===== src/rtl/mul_accumulator.sv =====
// Multiply-accumulate back end: sums a programmed number of signed products into a saturating accumulator.
// Latency: acc_valid rises the cycle after the final accepted product; a len==0 job completes the cycle after start.
// Backpressure: prod_ready is registered from state only; the result is held in DONE until acc_ready.
module mul_accumulator #(
  parameter int PROD_W = 64,
  parameter int ACC_W  = 64,
  parameter int CNT_W  = 8
) (
  input  logic              clk,
  input  logic              rst,
  input  logic              start,
  input  logic [CNT_W-1:0]  len,
  input  logic [PROD_W-1:0] prod,
  input  logic              prod_valid,
  output logic              prod_ready,
  output logic [ACC_W-1:0]  acc_out,
  output logic              acc_valid,
  input  logic              acc_ready,
  output logic              overflow,
  output logic              busy,
  output logic [CNT_W-1:0]  count
);

  typedef enum logic [1:0] {
    IDLE  = 2'd0,
    ACCUM = 2'd1,
    DONE  = 2'd2
  } state_t;

  // Saturation rails of the signed accumulator.
  localparam logic signed [ACC_W-1:0] SAT_MAX = {1'b0, {(ACC_W-1){1'b1}}};
  localparam logic signed [ACC_W-1:0] SAT_MIN = {1'b1, {(ACC_W-1){1'b0}}};

  state_t           state;
  logic [CNT_W-1:0] len_q;

  logic signed [PROD_W-1:0] prod_s;
  logic signed [ACC_W-1:0]  prod_ext;
  logic signed [ACC_W-1:0]  acc_s;
  logic signed [ACC_W-1:0]  sum_raw;
  logic signed [ACC_W-1:0]  sum_sat;
  logic                     sum_ovf;
  logic                     take;
  logic                     last_term;

  assign prod_s = prod;
  assign acc_s  = acc_out;

  // Sign-extend the product to accumulator width, add, and clamp on signed overflow.
  // Overflow can only happen when both operands share a sign and the raw sum flips it;
  // the clamp direction is then the operands' common sign.
  always_comb begin
    prod_ext = ACC_W'(prod_s);
    sum_raw  = acc_s + prod_ext;
    sum_ovf  = (acc_s[ACC_W-1] == prod_ext[ACC_W-1]) &&
               (sum_raw[ACC_W-1] != acc_s[ACC_W-1]);
    if (!sum_ovf) begin
      sum_sat = sum_raw;
    end else if (acc_s[ACC_W-1]) begin
      sum_sat = SAT_MIN;
    end else begin
      sum_sat = SAT_MAX;
    end
  end

  // A transfer happens on the handshake; the job ends when the len-th term is taken.
  assign take      = prod_valid && prod_ready;
  assign last_term = (count == (len_q - CNT_W'(1)));

  // Job sequencer: all outputs are registered and updated alongside the state.
  // prod_ready/acc_valid/busy are set from the state being entered, so they never
  // depend combinationally on prod_valid or acc_ready.
  always_ff @(posedge clk or posedge rst) begin
    if (rst) begin
      state      <= IDLE;
      len_q      <= '0;
      acc_out    <= '0;
      count      <= '0;
      overflow   <= 1'b0;
      acc_valid  <= 1'b0;
      prod_ready <= 1'b0;
      busy       <= 1'b0;
    end else begin
      unique case (state)
        IDLE: begin
          // Previous job's acc_out/overflow/count stay visible until a new start.
          if (start) begin
            len_q    <= len;
            acc_out  <= '0;
            count    <= '0;
            overflow <= 1'b0;
            busy     <= 1'b1;
            if (len != '0) begin
              state      <= ACCUM;
              prod_ready <= 1'b1;
            end else begin
              // Empty job: present a zero result straight away.
              state     <= DONE;
              acc_valid <= 1'b1;
            end
          end
        end

        ACCUM: begin
          if (take) begin
            acc_out  <= sum_sat;
            overflow <= overflow | sum_ovf;
            count    <= count + CNT_W'(1);
            if (last_term) begin
              state      <= DONE;
              prod_ready <= 1'b0;
              acc_valid  <= 1'b1;
            end
          end
        end

        DONE: begin
          // Result held stable; start is ignored until the consumer takes it.
          if (acc_ready) begin
            state     <= IDLE;
            acc_valid <= 1'b0;
            busy      <= 1'b0;
          end
        end

        default: begin
          state      <= IDLE;
          acc_valid  <= 1'b0;
          prod_ready <= 1'b0;
          busy       <= 1'b0;
        end
      endcase
    end
  end

endmodule


===== config.mk =====
export PLATFORM = sky130hd
export DESIGN_NAME = mul_accumulator
export DESIGN_NICKNAME = d
export VERILOG_FILES = /design/src/rtl/mul_accumulator.sv
export SDC_FILE = /design/constraint.sdc
export NUM_CORES = 1
export LEC_CHECK = 0
export BUFFER_PORTS_ARGS = -buffer_cell sky130_fd_sc_hd__buf_2
export CAP_MARGIN = 0
export CELL_PAD_IN_SITES_DETAIL_PLACEMENT = 0
export CELL_PAD_IN_SITES_GLOBAL_PLACEMENT = 2
export CORE_MARGIN = 2
export CORE_UTILIZATION = 35
export CTS_CLUSTER_SIZE = 12
export DETAILED_ROUTE_END_ITERATION = 16
export PLACE_DENSITY_LB_ADDON = 0.1
export SYNTH_ARGS = -nofsm -noshare
export SYNTH_HDL_FRONTEND = slang
export SYNTH_SLANG_ARGS = --single-unit

===== constraint.sdc =====
create_clock -name clk -period 4.8 [get_ports clk]
set_clock_uncertainty 0.2 [all_clocks]
set_input_delay 0.96 -clock clk [delete_from_list [all_inputs] [get_ports clk]]
set_output_delay 0.96 -clock clk [all_outputs]
set_load 0.1 [all_outputs]

# --- Word-level counts from Yosys, hierarchy flattened ---
# Index checks and enable logic that the tools add are counted.
totals:
  ff_bits: 86
  in_bits: 77
  output_inout_bits: 76
  word_cells: 66
classes:
  addsub: 3
  n_eq_ne: 11
  muxes: 30
  bitwise_logic: 3
  n_reduce_logical: 11
ops:
  columns: ["op", "n"]
  rows:
  - ["$mux 64", 4]
  - ["$pmux 64 s2", 1]
  - ["$add 64x64->64", 1]
  - ["$mux 8", 2]
  - ["$pmux 8 s2", 1]
  - ["$mux 1", 12]
  - ["$ne 2x2->1 const B", 6]
  - ["$mux 2", 5]
  - ["$reduce_and 5->1", 2]
  - ["$pmux 1 s3", 3]
  - ["$add 8x1->8 const B", 1]
  - ["$eq 8x8->1", 1]
  - ["$reduce_bool 8->1", 1]
  - ["$sub 8x1->8 const B", 1]
  - ["$pmux 2 s3", 1]
  - ["$reduce_and 3->1", 2]
  - ["$reduce_and 4->1", 1]
  - ["$eq 2x1->1 const B", 1]
  - ["$eq 2x2->1 const B", 1]
  - ["$logic_and 1x1->1", 2]
  - ["$logic_not 2->1", 1]
  - ["$not 1->1", 2]
  - ["$pmux 1 s2", 1]
  - ["$reduce_and 2->1", 1]
  - ["4 further kinds", 4]

# --- Longest topological paths before layout ---
# Gate-level depths: netlist of the first run.
logic_depth:
  word_depth: 6
  ltp_mapped: 14
  depth_no_buf: 12

# --- Worst setup path after synthesis of the first run ---
# OpenSTA, ideal clock, no wires.
synth_path:
  path_kind: "in2reg"
  from: "input port prod[0]"
  to: "register acc_out[60]"
  setup_ps: 122
  arrival_time_ps: 3494
  required_ps: 4478
  slack_ps: 984
  path_stages: 12
  n_path_buf: 0
  cell_sequence: "ha_1 > fa_1 > a211oi_1 > o21ai_1 > o2111ai_1 > a221oi_1 > o31ai_1 > o21ai_1 > a21o_1 > a311oi_1 > nand3_1 > a22o_1"
synth_via:
  elab_chain_cells: 6
synth_lines:
  columns: ["item", "line_no", "rtl"]
  rows:
  - ["from (decl)", "13", "input logic [PROD_W-1:0] prod,"]
  - ["$add 64x64->64 *", "54", "sum_raw = acc_s + prod_ext;"]
  - ["$ne 1x1->1", "56", "(sum_raw[ACC_W-1] != acc_s[ACC_W-1]);"]
  - ["$logic_and 1x1->1", "55", "sum_ovf = (acc_s[ACC_W-1] == prod_ext[ACC_W-1]) &&"]
  - ["$mux 64 *", "57", "if (!sum_ovf) begin"]
  - ["$mux 64 *", "105", "if (take) begin"]
  - ["$pmux 64 s2 *", "84", "unique case (state)"]
  - ["to (signal assigned)", "106", "acc_out <= sum_sat;"]
  - ["to (decl)", "16", "output logic [ACC_W-1:0] acc_out,"]
# Every way passes the cells marked *; elsewhere a longest branch is shown, timed or not. The select of a mux whose other input is x is not followed.
# A chain may end at the register's enable or synchronous reset.

# --- Final worst setup path of the first run ---
layout_path:
  from: "input port prod[9]"
  to: "register acc_out[53]"
# The elaborated chain is that of the path after synthesis.

==> summary.md, run 1 <==
| Metric | Value |
|---|---|
| Drc violations | 0 |
| Mux cell area share after synthesis | 1.02% |
| Crit. End Element | flip-flop |
| Wire length per cell | 17.7 um |
| Area of the mapped netlist | 7740 um^2 |
| CTS buffer count | 9 |
| Fillers | 2333 |
| Synth Area in Simple Gates | 21.7% |
| Synth top area cells | dfrtp_1, ha_1, nand2_1, a21oi_1, xnor2_1 |
| Top delay family on crit path | compound AO/OA/AOI/OAI gates |
| Most frequent cell after synthesis | nand2_1 |
| First-pass GRT wire length | 40.7 mm |
| Worst R2R Start | acc_out[9] |
| Buf/Inv on CP | 2 |
| Relative slew slack | 49.1% |
| Met2 Resource Use GR | 34.4% |
| Post-Synthesis Cells | 972 |
| Largest net degree at the start of global routing | 56 |
| DP Cell Count | 1373 |
| Die X | 153 um |
| Setup-failing EPs final | 0 |
| Post-synth ARST share | 100% |
| RSZ-0062 raised after global routing | no |
| Largest family of logic cells by synthesized area | compound AO/OA/AOI/OAI gates |
| Synth Area in Adders | 10.8% |
| Clock root buffer | clkbuf_16 |
| Worst slew pin tran | 0.763 ns |
| Vias in the first global route | 7583 |
| Fmax | 255 MHz |
| Worst hold path type | flip-flop to flip-flop |
| CTS Buffer Depth | 2 |
| GR Util All Layers | 21.2% |
| Initial antenna violation count | 0 |
| CTS clk-pin slew, worst paths | 0.08 ns |
| Global route hottest layer | met2 |
| Final antenna-violating net count | 0 |
| Synth Area in XOR/XNOR | 8.15% |
| Tcrit/Tclk final | 81.8% |
| Synth area leader | dfrtp_1 |
| CP Data Required Time | 4.85 ns |
| Htree depth | 3 |
| FF+latch count, synth | 86 |
| Status | complete, no violations |
| Startpoint Class | input port |
| Full die area | 23300 um^2 |
| Total negative slack | 0 ns |
| Total wire length | 24.6 mm |
| Via-to-Cell Ratio | 5.39 |
| Post-synth top area share | 27.8% |
| Critical Path Start | prod[9] |
| Placed Area | 8700 um^2 |
| Iter 0 DRT Violations | 334 |
| Compound-gate portion of the synthesized area | 25.5% |
| Number of diodes | 0 |
| Synth warnings | 0 |
| Met1 usage | 30.0% |
| Commonest cells post-synth | nand2_1, a21oi_1, dfrtp_1 |
| GR met3 Demand/Resource | 2.90% |
| CTS sink count | 86 |
| Hpwl dp | 19.2 mm |
| I/O Pins | 153 |
| Worst skew pair latency | 0.37 ns |
| CTS Hold Bufs | 0 |
| Syn-to-layout area delta | 16.2% |
| Final Non-Filler Cells | 1389 |
| Syn nets | 1115 |
| Synth Area per Inst | 7.96 um^2 |
| CTS tree | yes |
| Distinct cells, synth | 71 |
| Slew Limit Fails | 0 |
| Most used DFF post-synth | dfrtp_1 |
| Share of layout cells above drive strength 1 | 19.3% |
| Register area share after synthesis | 27.8% |
| Largest stage delay, worst path | 0.42 ns |
| Nets | 1247 |
| Site Rows | 54 |
| IO buf count | 152 |
| Final design area excluding fillers | 8990 um^2 |
| Max Cap Viol | 0 |
| CP max stage cell | or3_4 |
| Crit-path max FO | 21 |
| CP Cell Sequence | buf_2 > ha_1 > a21oi_1 > a21boi_1 > o31a_1 > o31ai_2 > a21o_2 > a21oi_2 > o21ba_4 > or3_4 > nand2_4 > buf_4 > o21ai_1 |
| WP data arrival | 3.97 ns |
| Final hold vios | 0 |
| Post-synth EDFFs | 0 |
| GRT overflow | 0 |
| First-pass iteration count of the detailed router | 4 |
| Via count | 7484 |
| Final min period | 3.93 ns |
| Core area | 21800 um^2 |
| Critical path class | input port to flip-flop |
| Post-CTS Setup Inserts | 0 |
| Hold wc startpoint | acc_out[18] |
| GP Congestion | 0.828 |
| Die height | 153 um |
| Initial Utilization | 35.6% |
| PostCTS Resize Cnt | 0 |
## worst paths after layout
| path | to | slack (ns) | cells past startpoint |
|---|---|---|---|
| hold / removal | acc_out[18] | 0.31 | 2 |
| setup reg to reg | acc_out[53] | 1.17 | 12 |
| min in group asynchronous | acc_out[8] | 0.43 | 2 |
| hold reg to reg | acc_out[18] | 0.31 | 2 |
| max in group asynchronous | acc_out[35] | 2.80 | 3 |
| setup / recovery | acc_out[53] | 0.87 | 13 |
## per-stage QoR
stage                     hold slack (ns)  utilization (%)  worst slack, ns
after floorplan                     0.297                -            0.984
after global placement              0.294             40.0            0.499
after detailed placement            0.303             40.0            0.492
after CTS                           0.320             41.3            0.877
after global routing                0.339             41.3            0.583
final                               0.312             41.3            0.874
## metal layers
layer / vias to the layer above / routed length, um
met5: - / 0
met4: 0 / 348
met3: 22 / 775
met2: 138 / 11200
met1: 3506 / 12300
li1: 3818 / -
## worst reg2reg max path: stages, from the launching register on
cell,delay (ns)
dfrtp_1,0.41
ha_1,0.37
a21oi_1,0.26
a21boi_1,0.14
o31a_1,0.32
o31ai_2,0.35
a21o_2,0.24
a21oi_2,0.08
o21ba_4,0.24
or3_4,0.42
nand2_4,0.10
buf_4,0.28
o21ai_1,0.13
## flip-flops by register name, indices dropped and copies added, names as in the netlist
name	count
acc_out	64
prod_ready	1
acc_valid	1
count	8
state	2
len_q	8
busy	1
overflow	1
## area by class of cell
cell class,instances,area (um^2),share of cell area [%]
Sequential cell,86,2150,23.9
Clock inverter,7,72.6,0.807
Inverter,21,80.1,0.890
Timing Repair Buffer,170,908,10.1
Clock buffer,9,225,2.50
Multi-Input combinational cell,816,5210,57.9
Tap cell,280,350,3.89
## cell usage in the layout, fill, tap and decap left out, drive strengths merged, types with 5 or more instances in the layout
cell type | Yosys | final
buf | 24 | 170
xnor2 | 45 | 45
o21bai | 7 | 7
o21a | 11 | 11
dfrtp | 86 | 86
xor2 | 27 | 27
clkbuf | 25 | 9
ha | 65 | 65
nand2b | 8 | 8
nand3 | 14 | 14
nand2 | 127 | 127
o2111ai | 5 | 5
nor3 | 74 | 74
or3 | 6 | 6
and3 | 11 | 11
inv | 21 | 24
nand4 | 24 | 24
a21boi | 10 | 10
o21ai | 120 | 120
mux2 | 7 | 7
a21o | 21 | 21
a21oi | 88 | 88
nor2b | 15 | 15
o31ai | 5 | 5
o211ai | 7 | 7
nor2 | 49 | 49
a31oi | 9 | 9
a211oi | 10 | 10
## logic make-up (layout without fill, tap and decap cells)
family,Yosys count,after routing
AO/OA/AOI/OAI,324,324
flip-flops,86,86
adder cells (fa/ha/maj),66,66
XOR/XNOR,72,72
AND/OR/NAND/NOR,347,347
multiplexers,7,7
buffers and inverters,70,207
Power of run 1 is left out: the tool's default activity adds up to more than one toggle a clock period on the data nets, which glitch-free logic cannot reach.
==> inputs of run 2 (changes only) <==
- ABC_AREA: unset -> 1
- CORE_UTILIZATION: 35 -> 27
- clock period: 4.8 -> 3.45 ns (I/O delays scaled with it)
==> run 2 against run 1 <==
Effect of this change:
- final cell count rose by 71%
- non-clock buffer count rose by 7
- design area rose by 27%
- area after synthesis rose by 25%
- critical endpoint is now acc_out[55]
==> summary.md, run 2 <==
| Metric | Value |
|---|---|
| Most used DFF post-synth | dfrtp_1 |
| Vias in the first global route | 10300 |
| Share of layout cells above drive strength 1 | 11.7% |
| Die X | 193 um |
| CTS buffer count | 9 |
| CTS tree | yes |
| Critical Path Start | prod[52] |
| RSZ-0062 raised after global routing | no |
| Reg2Reg Depth | 14 |
| RR Endpoint | acc_out[55] |
| Commonest non-fill, non-tap cell in the layout | nand2_1 |
| Commonest cells after routing, fill and taps aside | nand2_1, inv_1, buf_2 |
| Synth Area in XOR/XNOR | 3.71% |
| Most frequent cell after synthesis | nand2_1 |
| CTS sink count | 86 |
| IO buf count | 152 |
| Nets | 2053 |
| Startpoint Class | input port |
| Clock root buffer | clkbuf_16 |
| GRT overflow | 0 |
| CP Data Required Time | 3.53 ns |
| Synth Area in Simple Gates | 46.9% |
| GR Util All Layers | 20.2% |
| Synth top area cells | nand2_1, dfrtp_1, inv_1, ha_1, nor2_1 |
| Largest family of logic cells by synthesized area | simple AND/OR/NAND/NOR gates |
| Post-synth ARST share | 100% |
| Register area share after synthesis | 22.2% |
| Full die area | 37400 um^2 |
| FF+latch count, synth | 86 |
| Synth Area per Inst | 5.56 um^2 |
| Via-to-Cell Ratio | 4.33 |
| CTS Hold Bufs | 0 |
| Compound-gate portion of the synthesized area | 4.48% |
| Initial Utilization | 27.3% |
| Distinct cells, synth | 35 |
| Post-CTS Setup Inserts | 0 |
| I/O Pins | 153 |
| Max VDD drop | 0.000389 V |
| Wire length per cell | 15.6 um |
| Placed Area | 11100 um^2 |
| Number of diodes | 0 |
| Die height | 193 um |
| Final antenna-violating net count | 0 |
| Initial antenna violation count | 0 |
| Relative slew slack | 46.8% |
| Leakage power | 7.23 nW |
| Critical path class | input port to flip-flop |
| CTS clk-pin slew, worst paths | 0.07 ns |
| CTS Buffer Depth | 2 |
| Crit-path max FO | 30 |
| Largest regs | acc_out (64), count (8), len_q (8) |
| Worst hold path type | input port to async pin |
| Tcrit/Tclk final | 83.1% |
| Syn-to-layout area delta | 17.7% |
| Slew Limit Fails | 0 |
| Synth area leader | nand2_1 |
| Area of the mapped netlist | 9690 um^2 |
| Worst skew pair latency | 0.39 ns |
| Final min period | 2.87 ns |
| Syn nets | 1886 |
| Site Rows | 69 |
| Iter 0 DRT Violations | 470 |
| Via count | 10300 |
| Total wire length | 37.2 mm |
| First-pass GRT wire length | 58.1 mm |
| Total negative slack | 0 ns |
| Worst R2R Start | acc_out[53] |
| Sequential cell area | 2150 um^2 |
| Crit. End Element | flip-flop |
| WP data arrival | 2.94 ns |
| CP Capture Point | acc_out[55] |
| Pwr dens | 930 nW/um^2 |
| Mux cell area share after synthesis | 0% |
| GP Congestion | 0.895 |
| Htree depth | 3 |
| Max Cap Viol | 0 |
| PostCTS Resize Cnt | 0 |
| Final hold vios | 0 |
| Worst slew pin tran | 0.798 ns |
| Fillers | 4179 |
| Setup-failing EPs final | 0 |
| Post-synth EDFFs | 0 |
| Commonest cells post-synth | nand2_1, inv_1, nor2_1 |
| Hpwl dp | 31.9 mm |
| Largest net degree at the start of global routing | 47 |
| Reg2reg setup slack | 0.60 ns |
| Max reg flops | 64 |
| Status | complete, no violations |
| Post-synth top area share | 35.0% |
| First-pass iteration count of the detailed router | 5 |
| Post-Synthesis Cells | 1743 |
| Power Total | 10.6 mW |
| Fmax | 349 MHz |
| Core area | 35500 um^2 |
| Synth warnings | 0 |
| Multi-input logic area | 6180 um^2 |
| Synth Area in Adders | 8.60% |
| Final design area excluding fillers | 11400 um^2 |
| Drc violations | 0 |
| Most flop-heavy register | acc_out |
[run 2: layout make-up]
cell class	instances	area share, %
multi-input cells	1317	54.2
flip-flops and latches	86	18.9
inverters	319	10.5
repair buffers	177	8.86
well taps	461	5.06
clock buffers	10	2.09
clock inverters	6	0.450
[run 2: kinds of logic (layout without fill, tap and decap cells)]
logic type | Yosys count | in the layout
XOR/XNOR | 41 | 41
buffers and inverters | 340 | 512
AO/OA/AOI/OAI | 83 | 83
adder cells (fa/ha/maj) | 66 | 66
flip-flops | 86 | 86
AND/OR/NAND/NOR | 1127 | 1127
[run 2: metal layers]
layer  track usage (%)  wire [um]
met5                 0          0
met4              3.87        368
met3              2.98        915
met2              35.3      18000
met1              26.4      17900
[run 2: report_power, final]
part / switching, mW / internal (mW) / leakage, nW
sequential: 0.318 / 1.37 / 1.15
combinational: 5.88 / 2.01 / 5.93
clock: 0.506 / 0.521 / 0.146
total: 6.70 / 3.91 / 7.23
[run 2: stage by stage]
stage / instances / hold slack (ns) / worst slack [ns] / utilization [%]
2_1_floorplan: 1743 / 0.253 / 0.338 / -
3_3_place_gp: 2360 / 0.260 / 0.171 / 31.3
3_5_place_dp: 2360 / 0.264 / 0.138 / 31.3
4_1_cts: 2376 / 0.221 / 0.537 / 32.1
5_1_grt: 2376 / 0.249 / 0.319 / 32.1
6_report: 2376 / 0.200 / 0.584 / 32.1
[run 2: how the worst min path moves through the flow]
stage | start | end | slack, ns | depth (start not counted)
3_3_place_gp | acc_valid | acc_valid | 0.26 | 2
4_1_cts | rst | acc_out[26] | 0.22 | 2
6_report | rst | acc_out[26] | 0.20 | 2
2_1_floorplan | len_q[1] | len_q[1] | 0.25 | 2
5_1_grt | rst | acc_out[26] | 0.25 | 2
3_5_place_dp | acc_valid | acc_valid | 0.26 | 2
[run 2: critical path, cell delays in order]
cell     delay, ns
buf_2         0.10
ha_1          0.36
nand2_1       0.09
nand2_1       0.10
a21oi_1       0.26
nand2_1       0.11
nand2_1       0.07
nand2_1       0.10
a21oi_2       0.29
nand3_2       0.21
nand2_8       0.13
buf_12        0.18
nand2_1       0.09
nand2_1       0.07
nand2_1       0.05
(Power assumes the default switching activity.)
==> inputs of run 3 (changes only) <==
- CORE_UTILIZATION: 27 -> 30
- clock period: 3.45 -> 2.85 ns (I/O delays scaled with it)
==> run 3 against run 2 <==
Effect of this change:
- flip-flop and latch count is the same
- combinational power grew 31%
- register-to-register slack lost 0.44 ns
- clock-buffer cell count is the same
- non-clock buffer count grew 115
- via count grew 3.2%
- routed wire length shrank 3.2%
- hold slack lost 0.086 ns
- clock power grew 22%
- sequential power grew 25%
- sequential share of layout area shrank 0.90 points
- critical path type is now flip-flop to flip-flop
- largest power group unchanged
- highest routed layer unchanged
==> summary.md, run 3 (synthesized netlist as in run 2, its figures left out) <==
| Metric | Value |
|---|---|
| Status | complete, no violations |
| Die X | 184 um |
| Worst R2R Start | acc_out[58] |
| GP Congestion | 0.917 |
| WP data arrival | 2.76 ns |
| CTS sink count | 86 |
| I/O Pins | 153 |
| Most flop-heavy register | acc_out |
| Fin Hold WS | 0.114 ns |
| First-pass GRT wire length | 56.0 mm |
| Max reg flops | 64 |
| Final hold vios | 0 |
| CP Data Required Time | 2.91 ns |
| Wire length per cell | 14.8 um |
| Multi-input logic area | 6210 um^2 |
| Initial antenna violation count | 0 |
| Clock root buffer | clkbuf_16 |
| Htree depth | 3 |
| Core area | 31700 um^2 |
| Max VDD drop | 0.000625 V |
| Reg2Reg Depth | 13 |
| Setup-failing EPs final | 0 |
| Worst slew pin tran | 0.734 ns |
| Initial Utilization | 30.5% |
| Met1 Wirelength | 17.1 mm |
| Total wire length | 36.0 mm |
| Tcrit/Tclk final | 94.5% |
| Leakage power | 7.73 nW |
| RR Endpoint | acc_out[52] |
| GR Util All Layers | 21.7% |
| Number of diodes | 0 |
| First-pass iteration count of the detailed router | 5 |
| Startpoint Class | flip-flop |
| Worst hold path type | input port to async pin |
| Critical path class | flip-flop to flip-flop |
| Routed wl met2 | 17.2 mm |
| Routed length on met3 | 1.11 mm |
| Nets | 2168 |
| Syn-to-layout area delta | 27.0% |
| CTS buffer count | 9 |
| Crit-path max FO | 26 |
| Die height | 184 um |
| Iter 0 DRT Violations | 441 |
| Hpwl dp | 30.5 mm |
| Final antenna-violating net count | 0 |
| Full die area | 33800 um^2 |
| Fmax | 371 MHz |
| Share of layout cells above drive strength 1 | 19.3% |
| Commonest non-fill, non-tap cell in the layout | nand2_1 |
| Via-to-Cell Ratio | 4.37 |
| Reg2reg setup slack | 0.16 ns |
| Commonest cells after routing, fill and taps aside | nand2_1, inv_1, buf_2 |
| Via count | 10600 |
| Slew Limit Fails | 0 |
| Fillers | 3670 |
| Util after Layout | 38.8% |
| CTS tree | yes |
| Sequential cell area | 2210 um^2 |
| CTS Buffer Depth | 2 |
| CTS clk-pin slew, worst paths | 0.08 ns |
| Highest routed layer | met4 |
| Post-CTS Setup Inserts | 0 |
| Vias in the first global route | 10400 |
| Site Rows | 65 |
| Relative slew slack | 51.1% |
| Largest net degree at the start of global routing | 87 |
| Pwr dens | 1110 nW/um^2 |
| GRT overflow | 0 |
| Final min period | 2.69 ns |
| Largest regs | acc_out (64), count (8), len_q (8) |
| Worst skew pair latency | 0.39 ns |
| Crit. End Element | flip-flop |
| IO buf count | 152 |
| Max Cap Viol | 0 |
| Drc violations | 0 |
[run 3: cell count changes in the layout (fill, tap and decap cells not counted), moves of 2 or more]
cell | previous run | this run
clkinv_4 | 1 | 3
clkinvlp_4 | 0 | 2
buf_4 | 20 | 134
inv_6 | 3 | 1
clkinv_2 | 2 | 0
dfrtp_1 | 86 | 39
dfrtp_2 | 0 | 47
[run 3: worst max path at each step]
stage                       end  depth (start not counted)        start  slack [ns]
floorplan           acc_out[15]                         14  acc_out[60]      0.0004
global placement     acc_out[9]                         17     prod[50]       -0.12
detailed placement  acc_out[55]                         15     prod[58]       -0.18
CTS                 acc_out[55]                         14  acc_out[58]        0.06
global route        acc_out[11]                         16  acc_out[50]      -0.003
finish              acc_out[52]                         13  acc_out[58]        0.16
[run 3: cell type report]
cell class	instances	share of cell area (%)
clock buffer	10	1.94
clock inverter	6	0.437
inverter	319	9.76
multi-input combinational	1317	50.5
sequential	86	18.0
tap	402	4.09
timing repair buffer	292	15.3
[run 3: metrics by stage]
stage	TNS (ns)	cell area [um^2]	setup slack (ns)	power, mW	instances
6_report	0	12300	0.156	13.7	2432
5_1_grt	-0.00487	12300	-0.00289	14.9	2432
4_1_cts	0	12300	0.0612	13.8	2432
3_5_place_dp	-9.19	12000	-0.183	12.5	2416
3_3_place_gp	-5.44	12000	-0.118	12.4	2416
2_1_floorplan	0	9750	0.000406	9.35	1743
[run 3: power by group]
group	internal (mW)	leakage (nW)	switching (mW)	total [mW]
sequential	1.71	1.08	0.400	2.11
clock	0.630	0.141	0.633	1.26
combinational	3.08	6.51	7.21	10.3
[run 3: critical path, cell delays in order (launching register included)]
cell and delay [ns]:
dfrtp_2 0.43, ha_1 0.33, a21oi_1 0.19, nand2_1 0.10
a21oi_1 0.14, buf_4 0.13, nand2_1 0.15, a21oi_4 0.27
nand2_4 0.10, o21ai_2 0.14, inv_2 0.09, buf_12 0.16
nand2_1 0.08, nand2_1 0.05
[run 3: metal layers]
metal,track usage (%),up-vias
met4,4.77,0
met1,28.1,4716
li1,-,5750
met2,38.3,144
met3,3.13,23
met5,0,-
[run 3: repair_timing]
item / 4_1_cts / 5_1_grt
resized for setup: 0 / 6
endpoints found under the setup margin: 0 / 53
hold buffers: 0 / 0
